$ cat src/rtl/tx_symbol_serializer_if.sv
// rtl/tx_symbol_serializer_if.sv - symbol handshake between upstream encoder and serializer
interface tx_symbol_serializer_if;
    logic [9:0] tx_data;
    logic       tx_valid;
    logic       tx_ready;

    modport master (
        output tx_data,
        output tx_valid,
        input  tx_ready
    );

    modport slave (
        input  tx_data,
        input  tx_valid,
        output tx_ready
    );
endinterface

$ cat src/rtl/tx_symbol_serializer.sv
// rtl/tx_symbol_serializer.sv - 8b/10b symbol serializer with comma alignment, SKP insertion and RD tracking
module tx_symbol_serializer #(
    parameter int unsigned ALIGN_COUNT  = 8,
    parameter int unsigned SKP_INTERVAL = 1180
) (
    input  logic                   clock,
    input  logic                   Reset,
    tx_symbol_serializer_if.slave  tx,
    output logic                   data_out,
    output logic                   SYMBOL_CLK,
    output logic                   SKP_SENT,
    output logic                   ALIGNED,
    output logic                   RD,
    output logic                   CODE_ERROR
);

    localparam logic [9:0] K28_5_NEG  = 10'b0011111010;
    localparam logic [9:0] K28_5_POS  = 10'b1100000101;
    localparam logic [9:0] K28_0_NEG  = 10'b0011110100;
    localparam logic [9:0] K28_0_POS  = 10'b1100001011;
    localparam logic [7:0] ALIGN_LAST = 8'(ALIGN_COUNT);

    typedef enum logic [2:0] {
        ST_ALIGN,
        ST_DATA,
        ST_SKP_COM,
        ST_SKP1,
        ST_SKP2,
        ST_SKP3
    } state_t;

    function automatic logic [3:0] popcount10(input logic [9:0] v);
        logic [3:0] n;
        n = '0;
        for (int i = 0; i < 10; i++) begin
            n = n + {3'b000, v[i]};
        end
        return n;
    endfunction

    state_t      state;
    state_t      state_next;

    logic [9:0]  sreg;
    logic [3:0]  bit_cnt;
    logic        rd;
    logic [7:0]  align_cnt;
    logic [15:0] skp_cnt;

    logic        load;
    logic        skp_due;
    logic        align_done;
    logic        data_slot;
    logic        tx_ready_int;
    logic        accept;

    logic [9:0]  k28_5;
    logic [9:0]  k28_0;
    logic [9:0]  next_sym;
    logic [3:0]  next_pop;
    logic        rd_next;
    logic        sym_is_data;
    logic        align_inc;
    logic        skp_clr;
    logic        skp_inc;
    logic        skp_pulse;

    assign load         = (bit_cnt == 4'd9);
    assign skp_due      = (SKP_INTERVAL != 0) && (32'(skp_cnt) >= SKP_INTERVAL);
    assign align_done   = (state == ST_ALIGN) && (align_cnt == ALIGN_LAST);
    // The final alignment load behaves as a DATA load, but the handshake stays closed for it.
    assign data_slot    = (state == ST_DATA) || align_done;
    assign tx_ready_int = load && (state == ST_DATA) && !skp_due;
    assign accept       = tx_ready_int && tx.tx_valid;
    assign tx.tx_ready  = tx_ready_int;

    assign k28_5 = rd ? K28_5_POS : K28_5_NEG;
    assign k28_0 = rd ? K28_0_POS : K28_0_NEG;

    always_ff @(posedge clock or negedge Reset) begin
        if (!Reset) begin
            state <= ST_ALIGN;
        end else if (load) begin
            state <= state_next;
        end
    end

    always_comb begin
        state_next = state;
        case (state)
            ST_ALIGN:   if (align_done) state_next = skp_due ? ST_SKP1 : ST_DATA;
            ST_DATA:    if (skp_due) state_next = ST_SKP1;
            ST_SKP_COM: state_next = ST_SKP1;
            ST_SKP1:    state_next = ST_SKP2;
            ST_SKP2:    state_next = ST_SKP3;
            ST_SKP3:    state_next = ST_DATA;
            default:    state_next = ST_ALIGN;
        endcase
    end

    always_comb begin
        next_sym    = k28_5;
        sym_is_data = 1'b0;
        align_inc   = 1'b0;
        skp_clr     = 1'b0;
        skp_inc     = 1'b0;
        skp_pulse   = 1'b0;
        if (data_slot) begin
            if (skp_due) begin
                next_sym  = k28_0;
                skp_clr   = 1'b1;
                skp_pulse = load;
            end else begin
                next_sym    = accept ? tx.tx_data : k28_5;
                sym_is_data = accept;
                skp_inc     = 1'b1;
            end
        end else begin
            case (state)
                ST_ALIGN: begin
                    next_sym  = k28_5;
                    align_inc = 1'b1;
                end
                ST_SKP_COM: begin
                    next_sym  = k28_0;
                    skp_pulse = load;
                end
                ST_SKP1, ST_SKP2, ST_SKP3: next_sym = k28_0;
                default: next_sym = k28_5;
            endcase
        end
    end

    assign next_pop = popcount10(next_sym);

    always_comb begin
        rd_next = rd;
        case (next_pop)
            4'd6:    rd_next = 1'b1;
            4'd4:    rd_next = 1'b0;
            default: rd_next = rd;
        endcase
    end

    always_ff @(posedge clock or negedge Reset) begin
        if (!Reset) begin
            sreg      <= K28_5_NEG;
            bit_cnt   <= 4'd0;
            rd        <= 1'b1;
            align_cnt <= 8'd1;
            skp_cnt   <= 16'd0;
        end else if (load) begin
            sreg    <= next_sym;
            bit_cnt <= 4'd0;
            rd      <= rd_next;
            if (align_inc) begin
                align_cnt <= align_cnt + 8'd1;
            end
            if (skp_clr) begin
                skp_cnt <= 16'd0;
            end else if (skp_inc && skp_cnt != 16'hFFFF) begin
                skp_cnt <= skp_cnt + 16'd1;
            end
        end else begin
            sreg    <= {sreg[8:0], 1'b0};
            bit_cnt <= bit_cnt + 4'd1;
        end
    end

    assign data_out   = sreg[9];
    assign SYMBOL_CLK = load;
    assign SKP_SENT   = skp_pulse;
    assign ALIGNED    = (state != ST_ALIGN) || (align_done && load);
    assign RD         = rd;
    assign CODE_ERROR = sym_is_data && !(next_pop inside {4'd4, 4'd5, 4'd6});

endmodule

$ cat src/flat_wrapper.sv
// flat-port wrapper written by rule: the top's interface ports become plain ports
module tx_symbol_serializer_flat 
#(
    parameter int unsigned ALIGN_COUNT  = 8,
    parameter int unsigned SKP_INTERVAL = 1180
)
  (clock, Reset, data_out, SYMBOL_CLK, SKP_SENT, ALIGNED, RD, CODE_ERROR, tx_tx_data, tx_tx_valid, tx_tx_ready);
  tx_symbol_serializer_if tx_i ();
  input  logic clock;
  input  logic Reset;
  output logic data_out;
  output logic SYMBOL_CLK;
  output logic SKP_SENT;
  output logic ALIGNED;
  output logic RD;
  output logic CODE_ERROR;
  input wire logic [$bits(tx_i.tx_data)-1:0] tx_tx_data;
  input wire logic [$bits(tx_i.tx_valid)-1:0] tx_tx_valid;
  output wire logic [$bits(tx_i.tx_ready)-1:0] tx_tx_ready;
  assign tx_i.tx_data = tx_tx_data;
  assign tx_i.tx_valid = tx_tx_valid;
  assign tx_tx_ready = tx_i.tx_ready;
  tx_symbol_serializer #(.ALIGN_COUNT(ALIGN_COUNT), .SKP_INTERVAL(SKP_INTERVAL)) u_core (.clock(clock), .Reset(Reset), .tx(tx_i), .data_out(data_out), .SYMBOL_CLK(SYMBOL_CLK), .SKP_SENT(SKP_SENT), .ALIGNED(ALIGNED), .RD(RD), .CODE_ERROR(CODE_ERROR));
endmodule
$ cat config.mk
export PLATFORM = sky130hd
export DESIGN_NAME = tx_symbol_serializer_flat
export DESIGN_NICKNAME = d
export VERILOG_FILES = /design/src/rtl/tx_symbol_serializer_if.sv /design/src/rtl/tx_symbol_serializer.sv /design/src/flat_wrapper.sv
export SDC_FILE = /design/constraint.sdc
export NUM_CORES = 1
export LEC_CHECK = 0
export CORE_AREA = 2 2 71 73
export CTS_BUF_LIST = sky130_fd_sc_hd__clkbuf_8
export DETAILED_ROUTE_END_ITERATION = 16
export DIE_AREA = 0 0 73 75
export GPL_TIMING_DRIVEN = 0
export PLACE_DENSITY = 0.76
export SYNTH_ARGS = -nofsm -noshare
export SYNTH_HDL_FRONTEND = slang
export SYNTH_SLANG_ARGS = --single-unit
$ cat constraint.sdc
create_clock -name clock -period 8.25 [get_ports clock]
set_clock_uncertainty 0.1 [all_clocks]
set_input_delay 0.825 -clock clock [delete_from_list [all_inputs] [get_ports clock]]
set_output_delay 0.825 -clock clock [all_outputs]
set_load 0.03 [all_outputs]
* After elaboration in Yosys (flattened, before gate mapping)
Cells that the tools add are included.
** Cells by class
- Add/subtract/negate cells :: 12
- Order comparisons :: 1
- Equal/unequal tests :: 13
- Muxes and demuxes :: 26
- Reductions and logical operators :: 21
** Operators with widths (number)
- 10-bit two-way mux :: 7
- 4-bit by 1-bit adder with 4-bit output :: 8
- 16-bit two-way mux :: 2
- 3-bit case mux with 6 select lines :: 1
- 16-bit by 1-bit adder with 16-bit output (second input constant) :: 1
- 16-bit by 11-bit greater-or-equal comparator with 1-bit output (second input constant) :: 1
- 16-bit inequality test (second input constant) :: 1
- 4-bit by 3-bit == test with 1-bit output (second input constant) :: 3
- 1-bit two-way mux :: 11
- 8-bit by 1-bit adder with 8-bit output (second input constant) :: 1
- 8-bit by 4-bit == test with 1-bit output (second input constant) :: 1
- 1-bit logical AND :: 7
- 3-bit by 2-bit == test with 1-bit output (second input constant) :: 2
- 3-bit == test (second input constant) :: 2
- 3-bit two-way mux :: 2
- 2-bit AND reduction :: 3
- 3-bit nonzero test :: 2
- 4-bit by 1-bit adder with 4-bit output (second input constant) :: 1
- 4-bit == test (second input constant) :: 1
- 4-bit two-way mux :: 1
- 2-bit by 1-bit inequality test with 1-bit output (second input constant) :: 2
- 2-bit nonzero test :: 2
- 4-bit OR reduction :: 1
- 3-bit by 1-bit == test with 1-bit output (second input constant) :: 1
- 7 further kinds :: 9
** Storage, ports and cells
- Bits in registers :: 42
- Bits of input ports :: 13
- Output and inout bits :: 7
- Word-level logic and storage cells :: 79

* Depth between registers and ports, before layout
Gate-level depths: netlist of the first run.
- Word-level depth :: 20
- Depth in mapped cells :: 18
- Depth with buffers taken out :: 18

* Worst setup path before layout of the first run
No wires, ideal clock.
- Path type :: input to output
- Start point :: input port tx_tx_valid
- End point :: output port CODE_ERROR
- Arrival :: 5.037 ns
- Required time :: 7.325 ns
- Path slack :: 2.288 ns
- Cell stages on the path :: 15
- Buffers on the path :: 0
- Cell sequence :: nand4bb_1 -> or2_2 -> o21ai_0 -> o22a_1 -> a21oi_1 -> ha_1 -> inv_1 -> fa_1 -> fa_1 -> inv_1 -> fa_1 -> fa_1 -> fa_1 -> nand2_1 -> a21oi_1
** On the way
- Word-level cells in the longest chain between the ends :: 17
- Elaborated cells on any way between the ends :: 21
- Classes of those cells :: add/sub: 9; eq/ne: 3; mux: 5; reduce/logical: 4
** Ends and longest elaborated chain
- from (decl) :: RTL line flat_wrapper.sv:18 : input wire logic [$bits(tx_i.tx_valid)-1:0] tx_tx_valid;
- 1-bit logical AND * :: RTL line tx_symbol_serializer.sv:74 : assign accept = tx_ready_int && tx.tx_valid;
- 10-bit two-way mux :: RTL line tx_symbol_serializer.sv:114 : next_sym = accept ? tx.tx_data : k28_5;
- 10-bit two-way mux :: RTL line tx_symbol_serializer.sv:109 : if (skp_due) begin
- 10-bit two-way mux :: RTL line tx_symbol_serializer.sv:108 : if (data_slot) begin
- 1-bit by 1-bit adder with 2-bit output :: RTL line tx_symbol_serializer.sv:36 : n = n + {3'b000, v[i]};
- 4-bit by 1-bit adder with 4-bit output (8 in a row) :: RTL line tx_symbol_serializer.sv:36
- 4-bit by 3-bit == test with 1-bit output :: RTL line tx_symbol_serializer.sv:175 : assign CODE_ERROR = sym_is_data && !(next_pop inside {4'd4, 4'd5, 4'd6});
- 3-bit nonzero test :: RTL line tx_symbol_serializer.sv:175
- 1-bit zero test :: RTL line tx_symbol_serializer.sv:175
- 1-bit logical AND * :: RTL line tx_symbol_serializer.sv:175
- to (decl) :: RTL line flat_wrapper.sv:16 : output logic CODE_ERROR;
Mark *: on every way between the ends. The rest lies on a longest branch, timed or not.

* Worst setup path in the final report of the first run
Ends and elaborated chain as after synthesis.

==> impl_results.md, run 1 <==
* Status: finished clean
* Adder-cell share of the synthesized area at 0.09042
* Syn Inst Count at 268
* Die H at 75 um
* Area growth from synthesis to layout at 14.73%
* Max-capacitance violation count at 0
* Crit Path Class: input pin to output pin
* Worst-path clk slew at 0.08 ns
* Largest net degree at the start of global routing at 31
* Worst vdd ir at 0.07180 mV
* Fin. max-slew vios at 0
* Met1 Track Usage GR at 0.3181
* Syn avg cell area at 9.603 sq um
* M2 GR Usage at 0.3303
* Seq cells post-synth at 42
* Simple-gate share of the synthesized area at 0.2178
* Cell area after synthesis at 0.002574 sq mm
* HPWL Detailed at 3966 um
* Nature of the critical path endpoint: output pin
* FILL cells at 385
* CTS max path bufs at 2
* Synthesized-area fraction occupied by xor and xnor cells at 0.03403
* CP required at between 7 and 8 ns
* Diode count at 0
* Routed WL per cell at 15.43 um
* Most frequent cells after synthesis: 34 x dfrtp_1, 25 x nand2_1, 21 x o21ai_0
* Crit path time final at ~7.1 ns
* H-tree depth at 2
* Post-CTS resize count at 0
* Cts hold-fix bufs at 0
* Initial DRC Count at 92
* # IOs at 20
* Met3 Usage GRT at 0.04552
* Worst-path maximum fanout at 4
* Pwr Density at 128.0 mW/mm^2
* LEAKAGE at 1.332 nW
* Final hold vios at 0
* Most used cell, CP: fa_1
* CTS tree: done
* Worst hold-check path type: input pin to asynchronous set/reset pin
* Post-synth top area share at 0.3306
* Most Crowded Layer GR: met2
* Routed Antenna Nets at 0
* Library cells used by synthesis at 54
* Net count after synthesis at 296
* Unrepaired setup endpoints after global routing: false
* CP bufs+invs at 4
* Final Setup Violations at 0
* Synth warn at 0
* CP startpoint kind: input pin
* Vias per cell at 6.023
* Most numerous cell in the Yosys netlist: dfrtp_1
* Post-synthesis mux area share at 0.02868
* Core Rows at 25
* Crit path max-delay family: adder cells
* Async set or reset register ratio after synthesis at 1.000
* Die outline width at between 70 and 80 um
* Core Box Area at 0.004661 sq mm
* GP Congestion at 0.8286
* CP max stage delay at 0.60 ns
* Overall Global Routing Usage at 0.2198
* Final WL at 5401 um
* Compound-Gate Fraction of Synth Area at 0.1711
* Leading post-synthesis cells by cell area: dfrtp_1 33%, dfstp_2 8.2%, fa_1 4.7%
* Nets at 323
* R2R setup slack at 2.75 ns
* Clock Sink Count at 42
* Ratio of cells with drive above 1 in the final layout at 0.1115
* Vias in the first global route at between 1500 and 2000
* Fin crit share at 0.8663
* Data arrival, critical path at 6.22 ns
* Total grt overflow at 0
* Post-synth EDFFs at 0
* Largest family of logic cells by synthesized area: simple AND/OR/NAND/NOR gates
* Drt pass-1 iters at 4
* Die outline area at 0.005475 sq mm
* Cts bufs inserted at 5
* Clock Latency Late Sink at around 0.3 ns
* Fmax at 0.1399 GHz
* Initial antenna violation count at 0
* Buffers on Ports at 19
* Biggest area consumer among synthesized cells: dfrtp_1
* Setup TNS at 0 ns
* CTS Root Buffer Type: clkbuf_8
* Global-route wire length before repair at 9280 um
* # Post-CTS Setup Buffers at 0
* Slew at the pin closest to its max-slew limit at 0.5862 ns
* Predominant post-synthesis flop cell: dfrtp_1
* Slew margin rel. at 0.6062
* Register area share after synthesis at 0.4123
* CP cell instances: clkdlybuf4s50_1 > nand4bb_1 > or2_2 > o21ai_0 > o22a_1 > a21oi_1 > ha_1 > inv_1 > fa_1 > fa_1 > inv_1 > fa_1 > fa_1 > fa_1 > nand3b_1 > a21oi_1 > a21oi_1 > clkdlybuf4s50_1
* Vias at 2108
* Total Power at 0.0003778 W
* CP max-delay cell: clkdlybuf4s50_1
* Residual DRC at 0
* Initial Util at 0.5522
## flip-flops by register name, indices dropped and copies added, names as in the netlist
register and flops:
u_core.align_cnt 8, u_core.RD 1, u_core.sreg 10, u_core.state 3, u_core.bit_cnt 4, u_core.skp_cnt 16
## cell type report
cell class	count	area, sq um	share of cell area
Timing Repair Buffer	20	205.2	0.06949
Buffer	13	68.82	0.02331
Clock inverter	3	37.54	0.01271
Tap cell	54	67.56	0.02288
Sequential cell	42	1061	0.3593
Clock buffer	5	68.82	0.02331
Multi-Input combinational cell	200	1395	0.4725
Inverter	13	48.80	0.01653
## kinds of logic after synthesis
family,count (synthesis)
flip-flops,42
XOR/XNOR,10
adder cells (fa/ha/maj),15
AND/OR/NAND/NOR,103
buffers and inverters,26
AO/OA/AOI/OAI,66
multiplexers,6
## worst reg2reg max path, delay by kind of cell (launching register included)
family | cells | cell delay [ns]
and+or+nand+nor | 5 | 1.14
adders and majority gates | 6 | 2.73
AOI/OAI and AO/OA | 1 | 0.19
DFF | 1 | 0.39
muxes | 2 | 0.62
buffers and inverters | 3 | 0.24
## per-layer routing
metal  vias to the layer above  wire length (um)
met2                        48              2471
met3                         4               227
met5                         -                 0
met4                         0                37
met1                      1030              2664
li1                       1026                 -
## metrics by stage
stage	setup slack [ns]	utilization	instances	hold slack (ns)	cell area [sq um]
3_3_place_gp	1.218	0.6075	341	0.3468	2831
6_report	1.103	0.6336	350	0.3004	2953
5_1_grt	0.8285	0.6336	350	0.3137	2953
3_5_place_dp	1.159	0.6107	342	0.3709	2846
2_1_floorplan	2.288	-	268	0.3313	2574
4_1_cts	1.139	0.6336	350	0.3116	2953
## power breakdown
part | internal (W) | total, W | switching, W | leakage, nW
combinational | 0.00000575 | 0.0000110 | 0.00000527 | 0.725
sequential | 0.000206 | 0.000206 | 0 | 0.546
clock | 0.0000882 | 0.000161 | 0.0000728 | 0.0607
## path summary, 6_finish.rpt
check	endpoint	cells past startpoint	start
max in group asynchronous	u_core.sreg[1]	2	Reset
min in group clock	u_core.align_cnt[7]	1	u_core.align_cnt[7]
max reg2reg	u_core.RD	17	u_core.state[1]
min	u_core.bit_cnt[0]	1	Reset
min reg2reg	u_core.align_cnt[7]	1	u_core.align_cnt[7]
max	CODE_ERROR	18	tx_tx_valid
## placed cells by master, fill, tap and decap left out, drive strengths merged, types with 4 or more instances in the layout
cell,count
dfrtp,34
nand2,25
o21ai,22
clkdlybuf4s50,18
nand3,17
nor2,17
inv,14
a21oi,12
clkbuf,12
nor3,10
ha,9
dfstp,8
buf,8
xnor2,7
and3,7
o31ai,7
fa,6
mux2,5
nand4,4
nor3b,4
a21o,4
nor4,4
Power figures use the tool's default switching activity.
==> run 2, diff against run 1 <==
Settings changed: GPL_ROUTABILITY_DRIVEN set to 0.
==> results of run 2 <==
Final layout, timing and power as in run 1 (identical DEF).
